**config.mk**
```make
export PLATFORM = sky130hd
export DESIGN_NAME = acc_bank_flat
export DESIGN_NICKNAME = d
export VERILOG_FILES = /design/src/rtl/acc_bank_if.sv /design/src/rtl/acc_bank.sv /design/src/flat_wrapper.sv
export SDC_FILE = /design/constraint.sdc
export NUM_CORES = 1
export LEC_CHECK = 0
export ABC_CLOCK_PERIOD_IN_PS = 3730
export BUFFER_PORTS_ARGS = -buffer_cell sky130_fd_sc_hd__buf_2
export CAP_MARGIN = 20
export CORE_UTILIZATION = 55
export CTS_BUF_LIST = sky130_fd_sc_hd__clkbuf_2 sky130_fd_sc_hd__clkbuf_4 sky130_fd_sc_hd__clkbuf_8
export DETAILED_ROUTE_END_ITERATION = 8
export PLACE_DENSITY_LB_ADDON = 0.05
export REMOVE_ABC_BUFFERS = 1
export SLEW_MARGIN = 25
export SYNTH_ARGS = -nofsm -noshare
export SYNTH_HDL_FRONTEND = slang
export SYNTH_SLANG_ARGS = --single-unit
```
**constraint.sdc**
```tcl
create_clock -name clock -period 3.73 [get_ports clock]
set_input_delay 0.5595 -clock clock [delete_from_list [all_inputs] [get_ports clock]]
set_output_delay 0.5595 -clock clock [all_outputs]
set_load 0.05 [all_outputs]
```
**src/rtl/acc_bank_if.sv**
```systemverilog
// acc_bank_if: operand, control, read-data and flag signals between the control unit and the accumulator bank.
interface acc_bank_if #(
  parameter int WIDTH   = 11,
  parameter int NUM_ACC = 4
);
  localparam int SELW = NUM_ACC > 1 ? $clog2(NUM_ACC) : 1;
  logic [WIDTH-1:0] acc_in;
  logic             acc_wr;
  logic [2:0]       acc_op;
  logic [SELW-1:0]  acc_sel;
  logic [WIDTH-1:0] acc_out;
  logic             acc_zero;
  logic             acc_neg;
  logic             acc_carry;
  logic             acc_ovf;
  modport master (output acc_in, acc_wr, acc_op, acc_sel,
                  input  acc_out, acc_zero, acc_neg, acc_carry, acc_ovf);
  modport slave  (input  acc_in, acc_wr, acc_op, acc_sel,
                  output acc_out, acc_zero, acc_neg, acc_carry, acc_ovf);
endinterface

```
**src/rtl/acc_bank.sv**
```systemverilog
// acc_bank: bank of NUM_ACC accumulators with eight read-modify-write ops and shared registered status flags.
module acc_bank #(
  parameter int WIDTH   = 11,
  parameter int NUM_ACC = 4,
  parameter int SAT_EN  = 0
) (
  input logic       clock,
  input logic       acc_reset,
  acc_bank_if.slave bus
);
  localparam int SELW = NUM_ACC > 1 ? $clog2(NUM_ACC) : 1;
  localparam logic [WIDTH-1:0] SMAX = {1'b0, {(WIDTH-1){1'b1}}};
  localparam logic [WIDTH-1:0] SMIN = {1'b1, {(WIDTH-1){1'b0}}};
  logic [WIDTH-1:0] acc [NUM_ACC];
  logic [SELW-1:0]  idx;
  logic             valid;
  logic [WIDTH-1:0] a, b, res;
  logic [WIDTH:0]   sum, dif;
  logic             add_v, sub_v, c, v;
  assign idx   = NUM_ACC == 1 ? '0 : bus.acc_sel;
  assign valid = int'(idx) < NUM_ACC;
  assign a     = valid ? acc[idx] : '0;
  assign b     = bus.acc_in;
  assign bus.acc_out = a;
  assign sum   = {1'b0, a} + {1'b0, b};
  assign dif   = {1'b0, a} - {1'b0, b};
  assign add_v = (a[WIDTH-1] == b[WIDTH-1]) && (sum[WIDTH-1] != a[WIDTH-1]);
  assign sub_v = (a[WIDTH-1] != b[WIDTH-1]) && (dif[WIDTH-1] != a[WIDTH-1]);
  // on overflow the sign of A tells the direction, so it picks the clamp value
  always_comb begin
    res = a;
    c   = 1'b0;
    v   = 1'b0;
    case (bus.acc_op)
      3'd0: res = b;
      3'd1: begin
        res = (SAT_EN != 0 && add_v) ? (a[WIDTH-1] ? SMIN : SMAX) : sum[WIDTH-1:0];
        c   = sum[WIDTH];
        v   = add_v;
      end
      3'd2: begin
        res = (SAT_EN != 0 && sub_v) ? (a[WIDTH-1] ? SMIN : SMAX) : dif[WIDTH-1:0];
        c   = dif[WIDTH];
        v   = sub_v;
      end
      3'd3: res = a & b;
      3'd4: res = a | b;
      3'd5: res = a ^ b;
      3'd6: begin
        res = {a[WIDTH-2:0], 1'b0};
        c   = a[WIDTH-1];
        v   = a[WIDTH-1] ^ a[WIDTH-2];
      end
      default: begin
        res = {a[WIDTH-1], a[WIDTH-1:1]};
        c   = a[0];
      end
    endcase
  end
  always_ff @(posedge clock) begin
    if (acc_reset) begin
      for (int i = 0; i < NUM_ACC; i++) acc[i] <= '0;
      bus.acc_zero  <= 1'b1;
      bus.acc_neg   <= 1'b0;
      bus.acc_carry <= 1'b0;
      bus.acc_ovf   <= 1'b0;
    end else if (bus.acc_wr && valid) begin
      acc[idx]      <= res;
      bus.acc_zero  <= res == '0;
      bus.acc_neg   <= res[WIDTH-1];
      bus.acc_carry <= c;
      bus.acc_ovf   <= v;
    end
  end
endmodule

```
**src/flat_wrapper.sv**
```systemverilog
// flat-port wrapper written by rule: the top's interface ports become plain ports
module acc_bank_flat 
#(
  parameter int WIDTH   = 11,
  parameter int NUM_ACC = 4,
  parameter int SAT_EN  = 0
)
  (clock, acc_reset, bus_acc_in, bus_acc_wr, bus_acc_op, bus_acc_sel, bus_acc_out, bus_acc_zero, bus_acc_neg, bus_acc_carry, bus_acc_ovf);
  acc_bank_if #(.WIDTH(WIDTH), .NUM_ACC(NUM_ACC)) bus_i ();
  input logic clock;
  input logic acc_reset;
  input wire logic [$bits(bus_i.acc_in)-1:0] bus_acc_in;
  input wire logic [$bits(bus_i.acc_wr)-1:0] bus_acc_wr;
  input wire logic [$bits(bus_i.acc_op)-1:0] bus_acc_op;
  input wire logic [$bits(bus_i.acc_sel)-1:0] bus_acc_sel;
  output wire logic [$bits(bus_i.acc_out)-1:0] bus_acc_out;
  output wire logic [$bits(bus_i.acc_zero)-1:0] bus_acc_zero;
  output wire logic [$bits(bus_i.acc_neg)-1:0] bus_acc_neg;
  output wire logic [$bits(bus_i.acc_carry)-1:0] bus_acc_carry;
  output wire logic [$bits(bus_i.acc_ovf)-1:0] bus_acc_ovf;
  assign bus_i.acc_in = bus_acc_in;
  assign bus_i.acc_wr = bus_acc_wr;
  assign bus_i.acc_op = bus_acc_op;
  assign bus_i.acc_sel = bus_acc_sel;
  assign bus_acc_out = bus_i.acc_out;
  assign bus_acc_zero = bus_i.acc_zero;
  assign bus_acc_neg = bus_i.acc_neg;
  assign bus_acc_carry = bus_i.acc_carry;
  assign bus_acc_ovf = bus_i.acc_ovf;
  acc_bank #(.WIDTH(WIDTH), .NUM_ACC(NUM_ACC), .SAT_EN(SAT_EN)) u_core (.clock(clock), .acc_reset(acc_reset), .bus(bus_i));
endmodule
```
==> results.md <==
Floorplanning:
- 34 I/O pins were placed.
- The total core area is ~7300 µm².
- The die height is 89.6 µm.
- From left edge to right edge, the die measures roughly 90 µm.
- The area of the die is 8030 µm².
- The floorplan has 31 rows.
- The initial utilization of the core area, before any placement, comes to 0.576.

STA:
- The transition time at the pin with the least slew margin is ~0.74 ns.
- Based on the critical path, the design can be clocked at up to approximately 0.27 GHz.
- Setup repair after global routing could not meet its margin everywhere.
- The clock arrives with 0.0124 ns of skew.
- The final setup TNS is 0 ns.
- In this run the tightest slew margin relative to its limit is 0.507.
- The post-route fraction of the period consumed by the critical path is 0.982.
- Final hold analysis gives a worst-case slack of ~0.54 ns.
- The final number of hold-violating endpoints came to 0.
- The max-slew violation count is 0.
- The routed design could run at a clock period as short as between 3 and 4 ns.
- The final-report setup violation count is 0.

Clocking:
- The CTS tree is done.
- The maximum root-to-sink buffer count is 2.
- The later pin in the worst-skew pair is clocked with a latency of 0.30 ns.
- Clock tree synthesis found a total of 48 sinks.
- The cell at the root of the clock tree is clkbuf_8.
- The CTS buffer count is 5.
- After clock tree synthesis, the clock-pin slew on the worst setup and hold paths is around 0.090 ns.
- The H-tree was split into 2 levels.

Detailed routing:
- The average wire per standard cell is about 19 µm.
- The wire length after detailed routing is roughly 12,000 µm.
- In the routed design, unresolved DRC markers number 0.
- The count of vias placed by the detailed router is roughly 3,800.
- The DRC violation total after the first TritonRoute iteration is between 200 and 300.
- Dividing the detail-routed via count by the number of cells gives 5.96.
- The length of the first detailed-routing pass in iterations is 4.
- The final antenna-violating net count is 0.

Hold path:
- The launch point of the worst hold path is u_core.bus.acc_neg.
- The end of the worst hold path is u_core.bus.acc_neg.
- The type of the most critical hold path is reg -> reg.
- The worst hold path passes through 2 cells.

Synthesis:
- Summing every instance area after synthesis gives ~4200 µm².
- The count of distinct cell types in the synthesized netlist is between 60 and 70.
- For this run, asynchronously set or reset flops after synthesis account for 0.
- In this run, synthesis inferred 44 flip-flops with an integrated enable.
- The share of the Yosys chip area taken by registers is 0.332.
- Synthesis produced roughly 460 cells.
- A synthesized cell averages about 9.2 µm².
- The post-synthesis register bit count is 48.
- For this run, the number of Yosys warnings is 0.
- The primary flip-flop cell chosen by synthesis mapping is edfxtp_1.

Worst setup path:
- The capture instance of the worst register-to-register path is u_core.bus.acc_neg.
- The data required time of the worst path is around 4.0 ns.
- The signal arrival time at the worst endpoint is a little under 4 ns.
- The launch point of the worst reg-to-reg path is u_core.acc[3][0].
- The element type at the critical path start is an input port.
- The top fanout value on the critical path is 5.
- The worst setup path is captured at a register.
- The number of cells on the worst reg-to-reg path is 12.
- The worst setup path is of the in -> reg kind.
- The setup check on the worst reg-to-reg path leaves a slack of roughly 0.20 ns.

Cells and area:
- The total of fill cells in the finished design is ~600.
- The count of antenna diodes in the layout is 0.
- The library cells used most frequently in the layout, excluding fill and tap cells, are 74 x nor2_1, 68 x buf_4, 44 x edfxtp_1.
- Leaving out fill and tap cells, the most frequent cell in the layout is nor2_1.
- The final cell count without fillers is 638.
- Of the cells placed in the final design, the portion with a size suffix greater than 1 is 0.282.
- The number of nets in the final layout is ~600.
- The relative area change from synthesis to final layout is 21.3%.

Global route:
- The first global-routing pass estimated between 15,000 and 20,000 µm of wire.
- The total overflow left after global routing is 0.
- In the global route stage, overall resource usage came out at 0.311.
- The number of antenna violations at the first check in global routing is 0.
- The via count of the first global-routing pass is between 3,000 and 4,000.
- The pin count of the biggest net entering global routing is 24.

Placement:
- Input and output buffers added on the ports amount to 33.
- Detailed placement ended at an HPWL of approximately 9000 µm.
- Once placement completed, the tool counted placed cells totaling around 620.
- The congestion estimate from routability-driven global placement came to between 0.9 and 1.

Power and ir drop:
- IR analysis of the VDD net gives a maximum drop of between 400 and 500 µV.
- The leakage component of the power is about 2.2 nW.
- The power density of the placed cells is ~350 nW/µm².

Job:
- The number of max-cap violations is 0.

Outcome:
- The flow ran to the end, and the final reports show no timing, DRC or antenna violations.
==> worst max-delay path, cell delays in order <==
cell      delay, ns
buf_2          0.13
mux4_2         0.41
inv_2          0.07
ha_4           0.17
fa_2           0.39
o21ba_2        0.22
or4_4          0.45
a211oi_4       0.29
buf_4          0.16
o2111a_1       0.20
a211oi_2       0.05
o221a_1        0.28
o21a_2         0.16
buf_4          0.14
a211oi_2       0.20
==> cell families after synthesis <==
family	share of synthesized area
AO/OA/AOI/OAI	0.208
XOR/XNOR	0.0228
adder cells (fa/ha/maj)	0.140
buffers and inverters	0.0649
flip-flops	0.332
multiplexers	0.0732
AND/OR/NAND/NOR	0.159
==> through the flow <==
stage	total power [mW]	setup WS, ns	instance area [µm²]	utilization
4_1_cts	1.73	0.0207	4980	0.679
5_1_grt	1.87	-0.0457	5120	0.698
2_1_floorplan	1.08	-0.681	4090	-
3_5_place_dp	1.36	-0.303	4860	0.663
3_3_place_gp	1.35	-0.268	4860	0.663
6_report	1.78	0.0675	5120	0.698
==> per-layer routing <==
metal	vias to the layer above	wire length, µm	global-route usage
met5	-	0	0
met3	22	629	0.0347
met4	0	265	0.127
li1	1822	-	-
met1	1824	5280	0.406
met2	132	5910	0.529
==> sequential cells by signal, indices dropped and copies added (netlist names) <==
register and flops:
u_core.bus.acc_carry 1, u_core.bus.acc_zero 1, u_core.acc 44, u_core.bus.acc_neg 1, u_core.bus.acc_ovf 1
==> area by class of cell <==
cell class,instances,area [µm²],share of cell area
Tap cell,99,124,0.0242
Sequential cell,48,1400,0.274
Clock buffer,6,76.3,0.0149
Clock inverter,2,35.0,0.00684
Multi-Input combinational cell,344,2650,0.517
Inverter,37,139,0.0271
Timing Repair Buffer,102,698,0.136
==> cell usage after synthesis (all sizes together), types with 6 or more instances <==
library cell | instances | area [µm²]
o211ai | 8 | 60.1
o22ai | 6 | 43.8
ha | 44 | 551
mux2i | 11 | 110
buf | 11 | 71.3
nand2 | 24 | 90.1
a21oi | 25 | 125
nand3 | 11 | 55.1
mux4 | 8 | 188
clkbuf | 17 | 63.8
nor2 | 75 | 282
inv | 37 | 139
nor3 | 9 | 45.0
edfxtp | 44 | 1320
xnor2 | 7 | 61.3
nand2b | 10 | 62.6
a211oi | 11 | 97.6
o21ai | 23 | 115
==> worst max-delay path by stage <==
stage | startpoint | endpoint | slack, ns | cells after the start
after floorplan | bus_acc_sel[1] | u_core.acc[2][10] | -0.68 | 12
after global placement | bus_acc_sel[0] | u_core.bus.acc_zero | -0.27 | 14
after detailed placement | bus_acc_sel[0] | u_core.bus.acc_zero | -0.30 | 14
after CTS | bus_acc_sel[0] | u_core.bus.acc_zero | 0.02 | 14
after global routing | bus_acc_sel[1] | u_core.bus.acc_zero | -0.05 | 15
final | bus_acc_sel[0] | u_core.bus.acc_neg | 0.07 | 15
==> power by group <==
| group | internal [mW] | switching, mW |
|---|---|---|
| registers | 0.623 | 0.0119 |
| clock network | 0.206 | 0.161 |
| logic | 0.324 | 0.448 |
==> what timing repair did <==
action	in CTS	in global routing
hold endpoints to repair	0	0
buffers inserted	0	6
resized for setup	1	24
pin swaps	0	6
hold buffers	0	0
endpoints found under the setup margin	1	15
Power figures use the tool's default switching activity.
